===== src/rtl/pc_ctrl.sv =====
// Program-counter and fetch-control stage: owns the PC, sequences IDLE -> RUN -> DONE,
// and counts retired instructions with a saturating counter.
module pc_ctrl #(
   parameter int                PC_W     = 12,
   parameter logic [PC_W-1:0]   START_PC = '0,
   parameter int                CNT_W    = 16
) (
   input  logic              clk,
   input  logic              reset,
   input  logic              start,
   input  logic              stall,
   input  logic              jump_en,
   input  logic              branch_en,
   input  logic              cond_flag,
   input  logic              halt,
   input  logic [PC_W-1:0]   target,
   output logic [PC_W-1:0]   pc,
   output logic              running,
   output logic              done,
   output logic [CNT_W-1:0]  retired
);

   typedef enum logic [1:0] {
      IDLE = 2'd0,
      RUN  = 2'd1,
      DONE = 2'd2
   } state_t;

   state_t            state, state_nx;
   logic [PC_W-1:0]   pc_nx;
   logic [CNT_W-1:0]  ret_nx;
   logic [CNT_W-1:0]  ret_inc;

   // Counter sticks at all-ones so long programs never look short.
   assign ret_inc = (retired == {CNT_W{1'b1}}) ? retired : retired + CNT_W'(1);

   always_comb begin
      // NOTE: every next-value gets a hold default first so no path infers a latch.
      state_nx = state;
      pc_nx    = pc;
      ret_nx   = retired;
      unique case (state)
         IDLE: begin
            pc_nx  = START_PC;
            ret_nx = '0;
            if (start) state_nx = RUN;
         end
         RUN: begin
            // Stall freezes everything; halt leaves pc on the halt instruction.
            if (!stall) begin
               ret_nx = ret_inc;
               if (halt)
                  state_nx = DONE;
               else if (jump_en || (branch_en && cond_flag))
                  pc_nx = target;
               else
                  pc_nx = pc + PC_W'(1);
            end
         end
         DONE: begin
            if (start) begin
               state_nx = RUN;
               pc_nx    = START_PC;
               ret_nx   = '0;
            end
         end
         default: state_nx = IDLE;
      endcase
   end

   always_ff @(posedge clk or posedge reset) begin
      // NOTE: sequential state uses non-blocking assignments so all flops update together.
      if (reset) begin
         state   <= IDLE;
         pc      <= START_PC;
         retired <= '0;
         running <= 1'b0;
         done    <= 1'b0;
      end else begin
         state   <= state_nx;
         pc      <= pc_nx;
         retired <= ret_nx;
         running <= (state_nx == RUN);
         done    <= (state_nx == DONE);
      end
   end

endmodule


===== config.mk =====
export PLATFORM = sky130hd
export DESIGN_NAME = pc_ctrl
export DESIGN_NICKNAME = d
export VERILOG_FILES = /design/src/rtl/pc_ctrl.sv
export SDC_FILE = /design/constraint.sdc
export NUM_CORES = 1
export LEC_CHECK = 0
export BUFFER_PORTS_ARGS = -buffer_cell sky130_fd_sc_hd__clkbuf_2
export CAP_MARGIN = 30
export CELL_PAD_IN_SITES_DETAIL_PLACEMENT = 1
export CELL_PAD_IN_SITES_GLOBAL_PLACEMENT = 1
export CORE_ASPECT_RATIO = 1.25
export CORE_UTILIZATION = 40
export CTS_BUF_LIST = sky130_fd_sc_hd__clkbuf_4
export DETAILED_ROUTE_END_ITERATION = 16
export PLACE_DENSITY_LB_ADDON = 0.3
export SYNTH_ARGS = -nofsm -noshare
export SYNTH_HDL_FRONTEND = slang
export SYNTH_SLANG_ARGS = --single-unit

===== constraint.sdc =====
create_clock -name clk -period 2.35 [get_ports clk]
set_input_delay 0.1175 -clock clk [delete_from_list [all_inputs] [get_ports clk]]
set_output_delay 0.1175 -clock clk [all_outputs]
set_load 0.02 [all_outputs]

==> run summary, run 1 <==
syn avg cell area - 8.398 µm²
WL final - 5259 µm
Slew Limit Fails - 0
Setup WS pre-CTS - 0.3530 ns
switching power - 0.0006298 W
fillers - 562
post-synth top area share - 42.95%
Lkg Pwr - 1.073 nW
crit-path cells - ha_1 -> and4_1 -> and2_1 -> nand3_1 -> a22o_1
Arrival @ worst endpoint - 2.24 ns
Final WS setup - 0.3401 ns
Initial Util - 42.13%
DIE AREA - 0.004939 mm²
GRT Total Usage - 23.37%
flops & latches, synth - 32
Synth Cell Area - 0.001864 mm²
P per Cell Area - 699.7 mW/mm²
relative slew slack - 49.87%
Gate power share - 32.2%
Pint - 0.0009451 W
vias in the first global route - 1870
share of cells above drive strength 1 - 27.34%
worst-margin pin slew - 0.7512 ns
Hold Buf Count CTS - 1
Via density - 5.646
worst-skew pair later-pin latency - 0.33 ns
initial antenna violation count - 0
Max FO, Critical Path - 9
Crit path required time - 2.58 ns
ANT cells - 0
critical path's slowest cell - dfrtp_1
number of synthesized flops with an enable pin - 0
clk sink count - 32
slowest cell delay on critical path - 0.44 ns
Site Rows - 27
Seq/Total Area, Yosys - 42.95%
Die X - 63.06 µm
fmax - 497.5 MHz
Hold Slack - 0.03957 ns
Final HPWL DP - 3791 µm
Core Region - 0.004425 mm²
Tcrit/Tclk final - 85.53%
final hold violation count - 0
DR WL/cell - 15.65 µm
setup TNS - 0 ns
status - complete, no violations
syn_nets - 244
Port Buf Inserts - 49
Hold/Removal Path Class - primary input to flip-flop
worst vdd ir - 0.3441 mV
crit path launch type - flip-flop
Syn Inst Count - 222
GP Congestion - 0.8151
Clock Power Share - 20.7%
Initial DRC Count - 70
count of final setup violators - 0
area occupied by multi-input gates - 994.7 µm²
DRT antenna net count - 0
CTS H-tree depth - 2
area leader, netlist - dfrtp_1
first-pass GRT wire length - 8907 µm
worst-case clock buffer depth - 2
global route overflow - 0
Seq pwr share - 47.1%
CTS resizes - 0
Post-layout nets - 299
DRT Pass-1 Iters - 4
FF+latch area - 800.8 µm²
setup repair bufs after CTS - 0
CTS root buf - clkbuf_4
clk_skew - 0.003549 ns
overall power - 0.001575 W
DIE HEIGHT - 78.33 µm
CP Class - flip-flop to flip-flop
Ports - 50
largest net degree at the start of global routing - 21
Netlist cell types - 40
area delta synth->final - 20.74%
yosys warns - 0
CP Buf/Inv Count - 0
synth top area cells - dfrtp_1 (43%), o21ai_0 (11%), a21oi_1 (5.1%)
Sw Share - 39.99%
CP top delay family - simple AND/OR/NAND/NOR gates
Worst setup EP type - flip-flop
asr flop ratio synth - 100.0%
Vias - 1897
RSZ-0062 raised after global routing - false
post-route minimum period - 2.010 ns
Primary FF master, synth - dfrtp_1
Worst-path clk slew - 0.10 ns
CTS tree - yes
total CTS buffers - 5
Max Cap Viol - 0
number of remaining DRC errors - 0
## cells in the final DEF, fill, tap and decap left out, types with 3 or more instances in the layout
cell type	synthesis	routed
nor3_1	4	4
and3_1	6	6
nand3_1	9	9
buf_4	0	7
clkbuf_4	0	7
o311ai_0	5	5
dfrtp_1	32	32
clkbuf_2	0	49
inv_1	5	5
a31oi_1	7	7
nand2_1	23	23
nor4_1	3	3
a21oi_1	19	19
nor2_1	24	24
o21ai_0	40	40
o31ai_1	3	3
## through the flow
step	cells	util [%]	area (µm²)
after floorplan	222	-	1864
after global placement	327	49.36	2185
after detailed placement	327	49.36	2185
after CTS	336	50.86	2251
after global routing	336	50.86	2251
final	336	50.86	2251
## kinds of logic (layout without fill, tap and decap cells)
family	after synthesis	count (layout)	share of synthesized area, %
AO/OA/AOI/OAI	82	82	25.50
adder cells (fa/ha/maj)	2	2	1.342
buffers and inverters	14	70	3.691
flip-flops	32	32	42.95
multiplexers	3	3	1.745
AND/OR/NAND/NOR	89	89	24.77
## power groups by stage
| stage | combinational (W) | sequential (W) | clock [W] |
|---|---|---|---|
| finish | 0.000507 | 0.000742 | 0.000326 |
| global route | 0.000564 | 0.000761 | 0.000367 |
| CTS | 0.000512 | 0.000743 | 0.000341 |
| detailed placement | 0.000507 | 0.000753 | 0 |
| global placement | 0.000495 | 0.000748 | 0 |
| floorplan | 0.000240 | 0.000820 | 0 |
## sequential cells by signal, indices dropped and copies added (netlist names)
register / flops
retired: 16
pc: 12
state: 2
done: 1
running: 1
## cell usage after synthesis, drive strengths merged (3+ instances only)
cell type	n
nand4	3
buf	3
nor3	5
and3	7
nand3	11
a21oi	19
nor2	24
nor4	3
nand2	23
o311ai	5
clkbuf	6
a31oi	7
inv	5
o31ai	3
and4	3
o21ai	41
dfrtp	32
## worst paths after layout
path	end	slack, ns	cells past startpoint	from
max in group asynchronous	pc[2]$_DFFE_PP0P_	1.29	4	reset
max	retired[0]$_DFFE_PP0P_	0.34	5	retired[0]$_DFFE_PP0P_
min reg2reg	pc[11]$_DFFE_PP0P_	0.54	2	pc[11]$_DFFE_PP0P_
max reg2reg	retired[0]$_DFFE_PP0P_	0.34	5	retired[0]$_DFFE_PP0P_
min in group asynchronous	retired[11]$_DFFE_PP0P_	0.44	3	reset
min	running$_DFF_PP0_	0.04	2	start
## per-layer routing
| metal | wire length [µm] | GRT usage, % | vias to the layer above |
|---|---|---|---|
| li1 | - | - | 932 |
| met1 | 2280 | 27.07 | 917 |
| met2 | 2724 | 41.61 | 39 |
| met3 | 173 | 4.360 | 9 |
| met4 | 81 | 9.767 | 0 |
| met5 | 0 | 0 | - |
## area by class of cell
class                   count  area share [%]
clock buffers               7           2.335
clock inverters             1          0.1668
inverters                   5          0.8338
multi-input cells         176           44.19
flip-flops and latches     32           35.58
well taps                  58           3.224
repair buffers             57           13.67
(Power assumes the default switching activity.)
==> inputs of run 2 (changes only) <==
- PLACE_DENSITY: not set -> 0.89
- PLACE_DENSITY_LB_ADDON: 0.3 -> not set
- REMOVE_ABC_BUFFERS: not set -> 1
==> run 2 against run 1 <==
  * Global-route usage shrank 0.36 points
  * Sequential share of layout area about the same
  * Sequential power up 0.5%
  * Maximum frequency is 1.7% lower
  * Combinational power down 2%
  * Total power increased by 6.4%
  * Clock skew up 0.0092 ns
  * Critical path type unchanged
  * Largest power group unchanged
==> run summary, run 2 (synthesis gave the netlist of run 1 again) <==
FF-to-FF Start - retired[0]$_DFFE_PP0P_ (unchanged)
Gate power share - 29.6% (was 32.2%)
Port Buf Inserts - 49 (unchanged)
max FFs per register - 16 (unchanged)
Max FO, Critical Path - 9 (unchanged)
first-pass GRT wire length - 8997 µm (was 8907 µm)
DRT Pass-1 Iters - 4 (unchanged)
final hold violation count - 0 (unchanged)
CP Buf/Inv Count - 0 (unchanged)
Arrival @ worst endpoint - 2.28 ns (was 2.24 ns)
DIE HEIGHT - 78.33 µm (unchanged)
Initial Util - 42.13% (unchanged)
clk sink count - 32 (unchanged)
Worst R2R End - retired[0]$_DFFE_PP0P_ (unchanged)
Clock Power Share - 25.9% (was 20.7%)
largest net degree at the start of global routing - 33 (was 21)
WL final - 5173 µm (was 5259 µm)
Non-Filler Instances - 333 (was 336)
Ports - 50 (unchanged)
placed instance count - 324 (was 327)
clk_skew - 0.01272 ns (was 0.003549 ns)
post-route minimum period - 2.044 ns (was 2.010 ns)
worst-skew pair later-pin latency - 0.34 ns (was 0.33 ns)
Hold/Removal Path Class - primary input to flip-flop (unchanged)
total CTS buffers - 5 (unchanged)
FF+latch area - 800.8 µm² (unchanged)
hold path depth - 2 (unchanged)
Lkg Pwr - 1.069 nW (was 1.073 nW)
top flop regs - retired: 16 flops, pc: 12 flops, state: 2 flops (unchanged)
share of cells above drive strength 1 - 26.91% (was 27.34%)
fillers - 564 (was 562)
ANT cells - 0 (unchanged)
GRT Total Usage - 23.01% (was 23.37%)
Setup WS pre-CTS - 0.3424 ns (was 0.3530 ns)
CP Class - flip-flop to flip-flop (unchanged)
CTS tree - yes (unchanged)
area occupied by multi-input gates - 994.7 µm² (unchanged)
crit-path cells - ha_1 -> and4_1 -> and2_1 -> nand3_1 -> a22o_1 (unchanged)
P per Cell Area - 744.1 mW/mm² (was 699.7 mW/mm²)
GP Congestion - 0.8126 (was 0.8151)
RSZ-0062 raised after global routing - false (unchanged)
Final WS setup - 0.3055 ns (was 0.3401 ns)
CTS root buf - clkbuf_4 (unchanged)
worst vdd ir - 0.3414 mV (was 0.3441 mV)
Via density - 5.736 (was 5.646)
worst-case clock buffer depth - 2 (unchanged)
area delta synth->final - 20.81% (was 20.74%)
Vias - 1910 (was 1897)
relative slew slack - 55.17% (was 49.87%)
hold endpoint - running$_DFF_PP0_ (unchanged)
Sw Share - 38.04% (was 39.99%)
Pint - 0.001038 W (was 0.0009451 W)
CP top delay family - simple AND/OR/NAND/NOR gates (unchanged)
worst-margin pin slew - 0.6700 ns (was 0.7512 ns)
overall power - 0.001676 W (was 0.001575 W)
Initial DRC Count - 61 (was 70)
crit path launch type - flip-flop (unchanged)
DRT antenna net count - 0 (unchanged)
critical path's slowest cell - dfrtp_1 (unchanged)
Site Rows - 27 (unchanged)
number of remaining DRC errors - 0 (unchanged)
status - complete, no violations (unchanged)
R2R setup slack - 0.31 ns (was 0.34 ns)
Die X - 63.06 µm (unchanged)
Tcrit/Tclk final - 87.00% (was 85.53%)
switching power - 0.0006374 W (was 0.0006298 W)
DIE AREA - 0.004939 mm² (unchanged)
vias in the first global route - 1934 (was 1870)
Slew Limit Fails - 0 (unchanged)
Final HPWL DP - 3802 µm (was 3791 µm)
Worst setup EP type - flip-flop (unchanged)
CTS H-tree depth - 2 (unchanged)
DR WL/cell - 15.53 µm (was 15.65 µm)
FF-to-FF path depth - 5 (unchanged)
HP Start - start (unchanged)
setup TNS - 0 ns (unchanged)
highest-count cells in the layout ignoring fill and taps - clkbuf_2 (49), o21ai_0 (40), dfrtp_1 (32) (unchanged)
initial antenna violation count - 0 (unchanged)
Max Cap Viol - 0 (unchanged)
Post-layout nets - 296 (was 299)
slowest cell delay on critical path - 0.46 ns (was 0.44 ns)
Crit path required time - 2.59 ns (was 2.58 ns)
most common cell after layout, fill and taps aside - clkbuf_2 (unchanged)
count of final setup violators - 0 (unchanged)
global route overflow - 0 (unchanged)
Worst-path clk slew - 0.11 ns (was 0.10 ns)
Seq pwr share - 44.5% (was 47.1%)
Largest Register - retired (unchanged)
Core Region - 0.004425 mm² (unchanged)
fmax - 489.1 MHz (was 497.5 MHz)
==> run 2: worst reg2reg max path, delay by kind of cell (launching register included) <==
family	cells	cell delay [ns]
compound gates	1	0.30
fa+ha+maj	1	0.25
flops	1	0.46
simple gates	3	0.93
==> run 2: layout make-up <==
| class | instances | share of cell area, % |
|---|---|---|
| Sequential cell | 32 | 35.56 |
| Timing Repair Buffer | 54 | 12.67 |
| Clock buffer | 6 | 2.000 |
| Tap cell | 58 | 3.222 |
| Inverter | 5 | 0.8333 |
| Clock inverter | 2 | 1.556 |
| Multi-Input combinational cell | 176 | 44.17 |
==> run 2: how the worst max path moves through the flow <==
stage                                 from                      to  slack [ns]  cells after the start
floorplan           retired[0]$_DFFE_PP0P_  retired[0]$_DFFE_PP0P_        0.57                      5
global placement    retired[0]$_DFFE_PP0P_  retired[0]$_DFFE_PP0P_        0.45                      5
detailed placement  retired[0]$_DFFE_PP0P_  retired[0]$_DFFE_PP0P_        0.34                      5
CTS                 retired[0]$_DFFE_PP0P_  retired[0]$_DFFE_PP0P_        0.32                      5
global route        retired[0]$_DFFE_PP0P_  retired[0]$_DFFE_PP0P_        0.15                      5
finish              retired[0]$_DFFE_PP0P_  retired[0]$_DFFE_PP0P_        0.31                      5
==> run 2: what timing repair did <==
action                    CTS  global route
gates resized for setup     0             0
hold endpoints to repair   32             0
setup buffers               0             0
hold buffers                1             0
==> run 2: power by group through the flow <==
stage | Sequential, W | Combinational [W] | Clock (W)
finish | 0.000746 | 0.000496 | 0.000434
floorplan | 0.000825 | 0.000215 | 0
CTS | 0.000746 | 0.000503 | 0.000441
global route | 0.000766 | 0.000551 | 0.000468
global placement | 0.000751 | 0.000481 | 0
detailed placement | 0.000756 | 0.000497 | 0
==> run 2: metal layers <==
metal / track usage [%] / up-vias / share of wire, %
met2: 41.83 / 42 / 53
li1: - / 926 / -
met1: 26.94 / 937 / 42
met4: 6.744 / 0 / 1.0
met3: 4.506 / 5 / 4.1
met5: 0 / - / 0
==> run 2: stage by stage <==
stage               area, µm²  hold WS (ns)  util [%]
floorplan                1814        0.2337         -
global placement         2162        0.2136     48.86
detailed placement       2162        0.2175     48.86
CTS                      2252       0.03861     50.89
global route             2252       0.04310     50.89
finish                   2252       0.04475     50.89
==> inputs of run 3 (changes only) <==
--- a/config.mk
+++ b/config.mk
@@ -14,2 +14,3 @@
 export CTS_BUF_LIST = sky130_fd_sc_hd__clkbuf_4
+export CTS_CLUSTER_DIAMETER = 80
 export DETAILED_ROUTE_END_ITERATION = 16
==> constraint.sdc (replaced) <==
create_clock -name clk -period 2.35 [get_ports clk]
set_input_delay 0.3525 -clock clk [delete_from_list [all_inputs] [get_ports clk]]
set_output_delay 0.3525 -clock clk [all_outputs]
set_load 0.02 [all_outputs]
==> run 3 against run 2 <==
  * Via count about the same
  * Sequential share of layout area grew 0.52 points
  * Cell count fell by 0.30%
  * Sequential power barely moved
  * Highest routed layer unchanged
  * Combinational power about the same
==> run summary, run 3 (synthesis gave the netlist of run 1 again) <==
Pint - 0.0009277 W (was 0.001038 W)
CTS tree - yes (unchanged)
Via density - 5.756 (was 5.736)
vias in the first global route - 1834 (was 1934)
Clock Power Share - 20.1% (was 25.9%)
DIE AREA - 0.004939 mm² (unchanged)
worst vdd ir - 0.3139 mV (was 0.3414 mV)
Core Region - 0.004425 mm² (unchanged)
Initial DRC Count - 72 (was 61)
WL final - 5112 µm (was 5173 µm)
Slew Limit Fails - 0 (unchanged)
largest net degree at the start of global routing - 33 (unchanged)
CP Class - flip-flop to flip-flop (unchanged)
DRT antenna net count - 0 (unchanged)
DRT Pass-1 Iters - 4 (unchanged)
RSZ-0062 raised after global routing - false (unchanged)
Ports - 50 (unchanged)
Lkg Pwr - 1.056 nW (was 1.069 nW)
GRT Total Usage - 22.41% (was 23.01%)
Largest Register - retired (unchanged)
first-pass GRT wire length - 8618 µm (was 8997 µm)
crit path launch type - flip-flop (unchanged)
Final Util - 50.16% (was 50.89%)
P per Cell Area - 700.5 mW/mm² (was 744.1 mW/mm²)
Worst setup EP type - flip-flop (unchanged)
Hold/Removal Path Class - primary input to asynchronous set/reset pin (was primary input to flip-flop)
CTS root buf - clkbuf_4 (unchanged)
relative slew slack - 57.36% (was 55.17%)
setup repair bufs after CTS - 0 (unchanged)
Hold Buf Count CTS - 0 (was 1)
Vias - 1911 (was 1910)
global route overflow - 0 (unchanged)
clk sink count - 32 (unchanged)
most common cell after layout, fill and taps aside - clkbuf_2 (unchanged)
fmax - 501.8 MHz (was 489.1 MHz)
max FFs per register - 16 (unchanged)
DR WL/cell - 15.40 µm (was 15.53 µm)
Sw Share - 40.34% (was 38.04%)
ANT cells - 0 (unchanged)
area delta synth->final - 19.06% (was 20.81%)
Site Rows - 27 (unchanged)
Worst-path clk slew - 0.11 ns (about the same)
worst-case clock buffer depth - 2 (unchanged)
FF-to-FF path depth - 5 (unchanged)
highest-count cells in the layout ignoring fill and taps - clkbuf_2 (49), o21ai_0 (40), dfrtp_1 (32) (unchanged)
GP Congestion - 0.8465 (was 0.8126)
DIE HEIGHT - 78.33 µm (unchanged)
Tcrit/Tclk final - 84.80% (was 87.00%)
clk_skew - 0.01361 ns (was 0.01272 ns)
CTS resizes - 0 (unchanged)
status - complete, no violations (unchanged)
Gate power share - 32.0% (was 29.6%)
CTS H-tree depth - 2 (unchanged)
switching power - 0.0006272 W (was 0.0006374 W)
Initial Util - 42.13% (unchanged)
post-route minimum period - 1.993 ns (was 2.044 ns)
share of cells above drive strength 1 - 27.01% (was 26.91%)
worst-skew pair later-pin latency - 0.34 ns (about the same)
Post-layout nets - 296 (unchanged)
Seq pwr share - 47.9% (was 44.5%)
Die X - 63.06 µm (unchanged)
Max FO, Critical Path - 9 (unchanged)
Arrival @ worst endpoint - 2.23 ns (was 2.28 ns)
final hold violation count - 0 (unchanged)
count of final setup violators - 0 (unchanged)
setup TNS - 0 ns (unchanged)
total CTS buffers - 5 (unchanged)
Port Buf Inserts - 49 (unchanged)
top flop regs - retired: 16 flops, pc: 12 flops, state: 2 flops (unchanged)
Crit path required time - 2.58 ns (was 2.59 ns)
initial antenna violation count - 0 (unchanged)
Max Cap Viol - 0 (unchanged)
worst-margin pin slew - 0.6397 ns (was 0.6700 ns)
number of remaining DRC errors - 0 (unchanged)
Final HPWL DP - 3694 µm (was 3802 µm)
## run 3: final cells by class
| type | instances | area (µm²) |
|---|---|---|
| sequential | 32 | 800.8 |
| fill | 587 | 2206 |
| clock buffer | 6 | 45.04 |
| clock inverter | 1 | 5.005 |
| multi-input combinational | 176 | 994.7 |
| timing repair buffer | 54 | 282.8 |
| inverter | 5 | 18.77 |
| tap | 58 | 72.57 |
## run 3: per-stage QoR
stage / power, W / cell area, µm² / cells / setup slack, ns / hold WS (ns)
after global placement: 0.001236 / 2170 / 325 / 0.4118 / 0.4490
after global routing: 0.001663 / 2220 / 332 / 0.1567 / 0.08982
after detailed placement: 0.001257 / 2170 / 325 / 0.3424 / 0.4537
after floorplan: 0.001040 / 1814 / 213 / 0.5681 / 0.4687
after CTS: 0.001574 / 2220 / 332 / 0.3173 / 0.06939
final: 0.001555 / 2220 / 332 / 0.3572 / 0.06055
## run 3: worst paths after layout
path	from	to	slack [ns]
min reg2reg	pc[11]$_DFFE_PP0P_	pc[11]$_DFFE_PP0P_	0.55
min in group clk	start	running$_DFF_PP0_	0.27
max	retired[0]$_DFFE_PP0P_	retired[0]$_DFFE_PP0P_	0.36
min	reset	pc[8]$_DFFE_PP0P_	0.06
max reg2reg	retired[0]$_DFFE_PP0P_	retired[0]$_DFFE_PP0P_	0.36
max in group asynchronous	reset	retired[10]$_DFFE_PP0P_	1.98
## run 3: power by group through the flow
stage               sequential (W)  combinational [W]  clock (W)
global placement          0.000750           0.000486          0
finish                    0.000744           0.000498   0.000313
floorplan                 0.000825           0.000215          0
global route              0.000762           0.000548   0.000353
detailed placement        0.000756           0.000500          0
CTS                       0.000744           0.000504   0.000325
## run 3: worst max-delay path, cell delays in order, from the launching register on
cell and delay, ns:
dfrtp_1 0.44, ha_1 0.25, and4_1 0.28, and2_1 0.31, nand3_1 0.31, a22o_1 0.29
## run 3: per-layer routing
layer	track usage, %	vias to the layer above	part of all wire, %
li1	-	922	-
met3	4.797	8	3.8
met1	27.35	938	44
met2	38.17	43	51
met5	0	-	0
met4	8.605	0	1.5
